`src/rtl/row_window_fetcher_pkg.sv`:
```
// Shared defaults and FSM state type for the row window fetcher.
// Optional build macro used by this block: REPLICATE_BORDER_EN.
package rwf_pkg;

    localparam int DEFAULT_WIDTH = 64;
    localparam int DEFAULT_ROWS  = 128;
    localparam int DEFAULT_AW    = 7;

    typedef enum logic [1:0] {
        IDLE,
        PRIME,
        STREAM,
        DONE
    } rwf_state_t;

endpackage

```
`src/rtl/row_window_shreg.sv`:
```
// Three-row window shift register (above/center/below) with border padding.
// REPLICATE_BORDER_EN selects edge-row replication instead of zero padding.
module row_window_shreg #(
    parameter int WIDTH = 64
) (
    input  logic             clk,
    input  logic             rst,
    input  logic             clear,
    input  logic             fetch,
    input  logic             pad_shift,
    input  logic             first,
    input  logic [WIDTH-1:0] rom_data,
    output logic [WIDTH-1:0] above,
    output logic [WIDTH-1:0] center,
    output logic [WIDTH-1:0] below
);

    logic [WIDTH-1:0] top_pad;
    logic [WIDTH-1:0] bottom_pad;

    // The first fetch of a frame also seeds center, so it becomes row 0's above.
`ifdef REPLICATE_BORDER_EN
    assign top_pad    = rom_data;
    assign bottom_pad = below;
`else
    assign top_pad    = '0;
    assign bottom_pad = '0;
`endif

    always_ff @(posedge clk) begin
        if (rst || clear) begin
            above  <= '0;
            center <= '0;
            below  <= '0;
        end else if (fetch) begin
            above  <= center;
            center <= first ? top_pad : below;
            below  <= rom_data;
        end else if (pad_shift) begin
            above  <= center;
            center <= below;
            below  <= bottom_pad;
        end
    end

endmodule

```
`src/rtl/row_window_fetcher.sv`:
```
// Walks the ROM image row by row and streams 3-row windows to the edge stage.
// REPLICATE_BORDER_EN (in row_window_shreg) replicates border rows as padding.
module row_window_fetcher
    import rwf_pkg::*;
#(
    parameter int WIDTH = DEFAULT_WIDTH,
    parameter int ROWS  = DEFAULT_ROWS,
    parameter int AW    = DEFAULT_AW
) (
    input  logic             clk,
    input  logic             rst,
    input  logic             start,
    output logic [AW-1:0]    rom_addr,
    input  logic [WIDTH-1:0] rom_data,
    output logic             rom_rqst,
    output logic             win_valid,
    input  logic             win_ready,
    output logic [WIDTH-1:0] win_above,
    output logic [WIDTH-1:0] win_center,
    output logic [WIDTH-1:0] win_below,
    output logic [AW-1:0]    win_row,
    output logic             busy,
    output logic             done
);

    localparam logic [AW:0]   ROW_LIMIT = (AW+1)'(ROWS);
    localparam logic [AW-1:0] LAST_ROW  = AW'(ROWS - 1);

    rwf_state_t  state;
    rwf_state_t  next_state;
    logic [AW:0] fetch_addr;
    logic        more_rows;
    logic        handshake;
    logic        last_row;
    logic        clear;
    logic        fetch;
    logic        pad_shift;
    logic        first;

    // fetch_addr saturates at ROWS, one bit wider than the ROM address.
    assign more_rows = (fetch_addr < ROW_LIMIT);
    assign handshake = (state == STREAM) && win_ready;
    assign last_row  = (win_row == LAST_ROW);
    assign clear     = (state == IDLE) && start;
    assign first     = (state == PRIME) && (fetch_addr == '0);
    assign fetch     = (state == PRIME) || (handshake && !last_row && more_rows);
    assign pad_shift = handshake && !last_row && !more_rows;
    assign rom_addr  = fetch_addr[AW-1:0];

    always_ff @(posedge clk) begin
        if (rst) begin
            state <= IDLE;
        end else begin
            state <= next_state;
        end
    end

    always_comb begin
        next_state = state;
        case (state)
            IDLE:    if (start) next_state = PRIME;
            PRIME:   if (fetch_addr == (AW+1)'(1)) next_state = STREAM;
            STREAM:  if (handshake && last_row) next_state = DONE;
            DONE:    next_state = IDLE;
            default: next_state = IDLE;
        endcase
    end

    always_comb begin
        win_valid = 1'b0;
        busy      = 1'b0;
        done      = 1'b0;
        rom_rqst  = 1'b0;
        case (state)
            PRIME: begin
                busy     = 1'b1;
                rom_rqst = 1'b1;
            end
            STREAM: begin
                busy      = 1'b1;
                win_valid = 1'b1;
                rom_rqst  = more_rows;
            end
            DONE:    done = 1'b1;
            default: ;
        endcase
    end

    // The final handshake leaves the window untouched, so win_row tops out at ROWS-1.
    always_ff @(posedge clk) begin
        if (rst || clear) begin
            fetch_addr <= '0;
            win_row    <= '0;
        end else begin
            if (fetch) begin
                fetch_addr <= fetch_addr + (AW+1)'(1);
            end
            if (handshake && !last_row) begin
                win_row <= win_row + AW'(1);
            end
        end
    end

    row_window_shreg #(
        .WIDTH(WIDTH)
    ) u_shreg (
        .clk      (clk),
        .rst      (rst),
        .clear    (clear),
        .fetch    (fetch),
        .pad_shift(pad_shift),
        .first    (first),
        .rom_data (rom_data),
        .above    (win_above),
        .center   (win_center),
        .below    (win_below)
    );

endmodule

```
`config.mk`:
```
export PLATFORM = sky130hd
export DESIGN_NAME = row_window_fetcher
export DESIGN_NICKNAME = d
export VERILOG_FILES = /design/src/rtl/row_window_fetcher_pkg.sv /design/src/rtl/row_window_shreg.sv /design/src/rtl/row_window_fetcher.sv
export SDC_FILE = /design/constraint.sdc
export NUM_CORES = 1
export LEC_CHECK = 0
export BUFFER_PORTS_ARGS = -buffer_cell sky130_fd_sc_hd__clkbuf_2
export CORE_UTILIZATION = 38
export CTS_CLUSTER_DIAMETER = 120
export DETAILED_ROUTE_END_ITERATION = 12
export PLACE_DENSITY = 0.73
export SETUP_SLACK_MARGIN = 0.3
export SLEW_MARGIN = 20
export SYNTH_ARGS = -nofsm -noshare
export SYNTH_HDL_FRONTEND = slang
export SYNTH_HIERARCHICAL = 1
export SYNTH_SLANG_ARGS = --single-unit
```
`constraint.sdc`:
```
create_clock -name clk -period 2.7 [get_ports clk]
set_clock_uncertainty 0.2 [all_clocks]
set_input_delay 0.405 -clock clk [delete_from_list [all_inputs] [get_ports clk]]
set_output_delay 0.405 -clock clk [all_outputs]
set_load 0.01 [all_outputs]
```
* Word level (Yosys, flattened, before mapping) *
Index checks and enable logic that the tools add are counted.

operators by class
  $add $sub $neg = 2
  order comparisons = 1
  eq/ne operators = 8
  mux-type cells = 15
  reduce and logical (&&, ||, !) cells = 16

operators by type and width
  cell                                               number
  2-to-1 mux 64 bit                                  7
  adder 8 x 1 -> 8 bit, second input constant        1
  == test 8 x 1 -> 1 bit, second input constant      1
  zero test 8 bit                                    1
  less-than comparator 8 bit, second input constant  1
  one-hot mux 2 bit (4 select lines)                 1
  adder 7 x 1 -> 7 bit, second input constant        1
  == test 7 bit, second input constant               1
  logical AND 1 bit                                  7
  2-to-1 mux 2 bit                                   3
  == test 2 bit, second input constant               2
  != test 2 x 1 -> 1 bit, second input constant      2
  2-to-1 mux 1 bit                                   3
  AND reduction 3 bit                                1
  == test 2 x 1 -> 1 bit, second input constant      1
  zero test 1 bit                                    2
  zero test 2 bit                                    1
  logical OR 1 bit                                   2
  != test 2 bit, second input constant               1
  one-hot mux 1 bit (2 select lines)                 1
  nonzero test 2 bit                                 1
  OR reduction 2 bit                                 1

word-level totals
  flip-flop bits (word level) = 209
  input bits = 68
  output and inout port bits = 210
  word-level logic and storage cells = 48

* Depth between registers and ports, before layout *
  depth after elaboration = 6
  depth in mapped cells = 11
  depth with buffers taken out = 7

* By module *
Netlist, hierarchy kept.

modules (own cells, without submodules)
  module              instances  cells each  area each (um^2)  seq. area each (um^2)
  row_window_shreg    1          868         7937.6            3843.7
  row_window_fetcher  1          121         1022.2            340.3

* Worst setup path before layout *
Ideal clock, no wire load.

  kind = reg-to-reg
  from = reg state[0]
  to = reg u_shreg.below[10]
  setup time = 0.070 ns
  arrival = 2.269 ns
  path slack = 0.161 ns
  stages on the path, launching flop included = 11
  buffers on the path = 3
  clock period less this slack = 2.539 ns
  cells stage by stage = dfxtp_1 inv_1 ha_1 and3b_2 o22ai_2 inv_1 buf_6 buf_6 buf_6 or3b_1 a21oi_1

on the way
  word-level cells in the longest chain between the ends = 6

ends and longest elaborated chain
  element                                                         RTL line                  RTL
  start, declared                                                 row_window_fetcher.sv:29  rwf_state_t state;
  start signal, assigned                                          row_window_fetcher.sv:54  state <= next_state;
  == test 2 bit                                                   row_window_fetcher.sv:42  assign handshake = (state == STREAM) && win_ready;
  logical AND 1 bit                                               row_window_fetcher.sv:42
  logical AND 1 bit (2 in series)                                 row_window_fetcher.sv:46  assign fetch = (state == PRIME) || (handshake && !last_row && more_rows);
  logical OR 1 bit *                                              row_window_fetcher.sv:46
  net fetch                                                       row_window_fetcher.sv:36  logic fetch;
  2-to-1 mux 64 bit / nonzero test 2 bit (equally long branches)  -
  end signal, assigned                                            row_window_shreg.sv:38    below <= rom_data;
  end signal, assigned                                            row_window_shreg.sv:42    below <= bottom_pad;
  end, declared                                                   row_window_shreg.sv:15    output logic [WIDTH-1:0] below

Mark *: on every way through the listed nets, which the timed path passes. The rest lies on a longest branch.
A chain may end at the register's enable or synchronous reset.

* Worst setup path after layout *
  from = reg fetch_addr[7]
  to = reg u_shreg.center[12]

on the way
  word-level cells in the longest chain between the ends = 4

ends and longest elaborated chain
  element                 RTL line                  RTL
  start, declared         row_window_fetcher.sv:31  logic [AW:0] fetch_addr;
  start signal, assigned  row_window_fetcher.sv:96  fetch_addr <= fetch_addr + (AW+1)'(1);
  zero test 8 bit         row_window_fetcher.sv:45  assign first = (state == PRIME) && (fetch_addr == '0);
  logical AND 1 bit       row_window_fetcher.sv:45
  net first               row_window_fetcher.sv:38  logic first;
  2-to-1 mux 64 bit       row_window_shreg.sv:37    center <= first ? top_pad : below;
  2-to-1 mux 64 bit       row_window_shreg.sv:35    end else if (fetch) begin
  end signal, assigned    row_window_shreg.sv:37
  end signal, assigned    row_window_shreg.sv:41    center <= below;
  end, declared           row_window_shreg.sv:14    output logic [WIDTH-1:0] center,

The timed path passes the listed nets, and every way through them passes these cells.

==> flow_summary.json <==
{
  "maxCapViolCount": 0,
  "start_util_pct": 39.2,
  "cts_tree": "done",
  "synthTopCellsByArea": "dfxtp_1, or3b_1, a21oi_1",
  "slew_viol_final": 0,
  "r2r-end": "u_shreg/center[12]",
  "finalWirelength_mm": 27.5,
  "synth_area_leader_cell": "dfxtp_1",
  "syn2layout_area_growth_pct": 35.4,
  "ys_ff_latch": 209,
  "period_minus_slack_ns": 2.34,
  "hold_depth": 5,
  "setup_viol_count_final": 0,
  "ys_warn_count": 6,
  "leakage_nw": 4.64,
  "diodes": 0,
  "dieHeight_um": 156,
  "fin_crit_sh_pct": 86.8,
  "slew_headroom_pct": 49.2,
  "worstRegToRegCells": 5,
  "cts_buffers": 23,
  "synth_top_area_share_pct": 46.7,
  "first_iter_violations": 568,
  "nets": 1361,
  "dpl.hpwl_mm": 14.4,
  "timing.fmax_mhz": 427,
  "p_per_area_mw_per_mm2": 786,
  "die_x_um": 156,
  "avgSynthCellArea_um2": 9.06,
  "drc_errors": 0,
  "drtAntennaViolNets": 0,
  "p_total_w": 0.00954,
  "io_buffers": 277,
  "dr.pass1.iters": 5,
  "r2r_slack_ns": 0.36,
  "grt-ovfl-total": 0,
  "finalHoldViolCount": 0,
  "min_path_type": "in -> reg",
  "ys_seq_area_share_pct": 46.7,
  "cts.htree.levels": 1,
  "ios": 278,
  "crit_fanout": 64,
  "drive_gt1_share_pct": 29.3,
  "grt_max_degree": 168,
  "cp.required_ns": 2.88,
  "clockBufferDepth": 3,
  "core_area_mm2": 0.0228,
  "worst_pin_slew_ns": 0.763,
  "status": "finished, final reports clean",
  "synth_area_mm2": 0.00896,
  "grt_pass1_wl_mm": 39.3,
  "worstHoldStart": "win_ready",
  "die_area_mm2": 0.0242,
  "clk_pin_slew_worst_paths_ns": 0.06,
  "via_per_inst": 5.33,
  "fillers": 2071,
  "grt_pass1_vias": 7641,
  "placed_area_mm2": 0.0104,
  "fin_area_mm2": 0.0121,
  "path_class": "reg -> reg",
  "antenna_found_initial": 0,
  "r2r_start": "fetch_addr[7]",
  "ir_drop_mv": 0.440,
  "root_buffer": "clkbuf_16",
  "rows": 55,
  "start_kind": "register",
  "worstSkewPairLatency_ns": 0.51,
  "wl_per_cell_um": 17.0,
  "rsz0062_at_grt": "true",
  "hold-path-endpoint": "win_row[5]",
  "finalSetupTns_ns": 0,
  "synth_cells": 989,
  "endpoint_kind": "register",
  "ys_types": 41,
  "vias": 8604,
  "syn-num-nets": 1065,
  "grt_use_total_pct": 19.6,
  "cts.sink_count": 209,
  "worst-endpoint-arrival_ns": 2.52,
  "place_congestion": 0.859
}
## power by group
part	leakage, nW	switching, W	total [W]	internal (W)
combinational	2.57	0.00175	0.00282	0.00107
clock	0.375	0.00126	0.00321	0.00195
sequential	1.69	0.000186	0.00350	0.00332
## critical path, stage by stage, from the launching register on
cell and delay [ns]:
dfxtp_1 0.35, or4_4 0.58, nor4_1 0.42, a211o_2 0.24, buf_12 0.30, a21oi_1 0.09
## synthesized netlist by cell type
| master | count |
|---|---|
| buf_2 | 15 |
| mux2i_1 | 2 |
| clkbuf_1 | 63 |
| buf_6 | 21 |
| or2_2 | 2 |
| buf_4 | 7 |
| a31oi_1 | 2 |
| o221ai_1 | 1 |
| ha_1 | 8 |
| or2_0 | 1 |
| o22ai_2 | 1 |
| inv_1 | 9 |
| dfxtp_1 | 209 |
| a31o_1 | 1 |
| nor2_1 | 11 |
| a21oi_1 | 200 |
| nand4_2 | 1 |
| or4_1 | 1 |
| or3b_2 | 11 |
| and2_1 | 1 |
| xnor2_1 | 1 |
| nand2_1 | 69 |
| or4_4 | 1 |
| o211ai_1 | 3 |
| and3b_2 | 1 |
| a211o_1 | 1 |
| or3b_1 | 181 |
| nand3_1 | 6 |
| o21ai_0 | 137 |
| or2b_1 | 1 |
| buf_8 | 1 |
| o41ai_4 | 1 |
| nand4_1 | 3 |
| nand3b_1 | 1 |
| nor2b_1 | 1 |
| nor4_1 | 1 |
| a221oi_1 | 1 |
| nor3_1 | 1 |
| xor2_1 | 1 |
| or3_1 | 6 |
| and3_1 | 4 |
## cells in the final DEF, fill, tap and decap left out, types with 2 or more instances in the layout
master,synthesis,final
a21oi_1,200,196
a21oi_2,0,4
a31oi_1,2,2
and3_1,4,4
buf_12,0,7
buf_4,7,12
buf_6,21,8
bufinv_16,0,3
clkbuf_1,63,8
clkbuf_16,0,26
clkbuf_2,0,277
clkbuf_8,0,3
clkinv_2,0,2
dfxtp_1,209,204
dfxtp_2,0,2
dfxtp_4,0,3
dlygate4sd3_1,0,65
ha_1,8,5
ha_4,0,2
inv_1,9,7
inv_6,0,3
mux2i_1,2,2
nand2_1,69,69
nand3_1,6,6
nand4_1,3,3
nor2_1,11,10
o211ai_1,3,3
o21ai_0,137,137
or3_1,6,6
or3b_1,181,180
or3b_2,11,11
## cells by family after synthesis
logic type      synth area share, %
fa+ha+maj                      1.12
mux                           0.223
simple gates                   24.5
xor+xnor                      0.196
compound gates                 20.1
buf+inv                        7.25
flops                          46.7
## metrics by stage
stage	std cells	util (%)	hold slack (ns)	setup WS [ns]
after CTS	1599	51.9	0.124	0.266
final	1614	53.1	0.163	0.356
after global routing	1614	53.1	0.212	0.273
after global placement	1489	45.4	0.276	0.230
after floorplan	989	-	0.274	0.303
after detailed placement	1489	45.4	0.279	0.165
## sequential cells by signal, summed over array words and instances (netlist names)
signal          count
fetch_addr          8
u_shreg/above      64
u_shreg/below      64
win_row             7
u_shreg/center     64
state               2
## how the worst max path moves through the flow
stage,from,end,cells past startpoint
6_report,fetch_addr[7],u_shreg/center[12],5
4_1_cts,win_row[0],u_shreg/above[62],7
3_3_place_gp,state[0],u_shreg/below[0],8
3_5_place_dp,state[0],u_shreg/below[45],8
2_1_floorplan,win_row[0],u_shreg/below[2],8
5_1_grt,win_row[0],u_shreg/center[53],8
## layer usage
metal  vias up  routed length [um]  GRT usage, %  part of all wire, %
li1       4131                   -             -                    -
met1      4099               12000          24.9                   44
met2       311               13100          32.6                   48
met3        63                1450          3.67                  5.3
met4         0                 962          7.98                  3.5
met5         -                   0             0                    0
## timing repair
| action | CTS | global route |
|---|---|---|
| hold buffers | 65 | 0 |
| pin swaps | 1 | 3 |
| setup buffers | 2 | 6 |
| endpoints found under the setup margin | 185 | 192 |
| endpoints found under the hold margin | 66 | 0 |
| resized for setup | 2 | 30 |
| cloned | 2 | 9 |
## final cells by class
class,instances,area [um^2],share of cell area (%)
clock buffers,34,647,5.33
clock inverters,7,120,0.990
inverters,9,46.3,0.382
multi-input cells,664,4200,34.6
flip-flops and latches,209,4200,34.6
well taps,313,392,3.23
repair buffers,375,2510,20.7
repair inverters,3,23.8,0.196
Note: power is estimated with default switching activity, not from simulation.
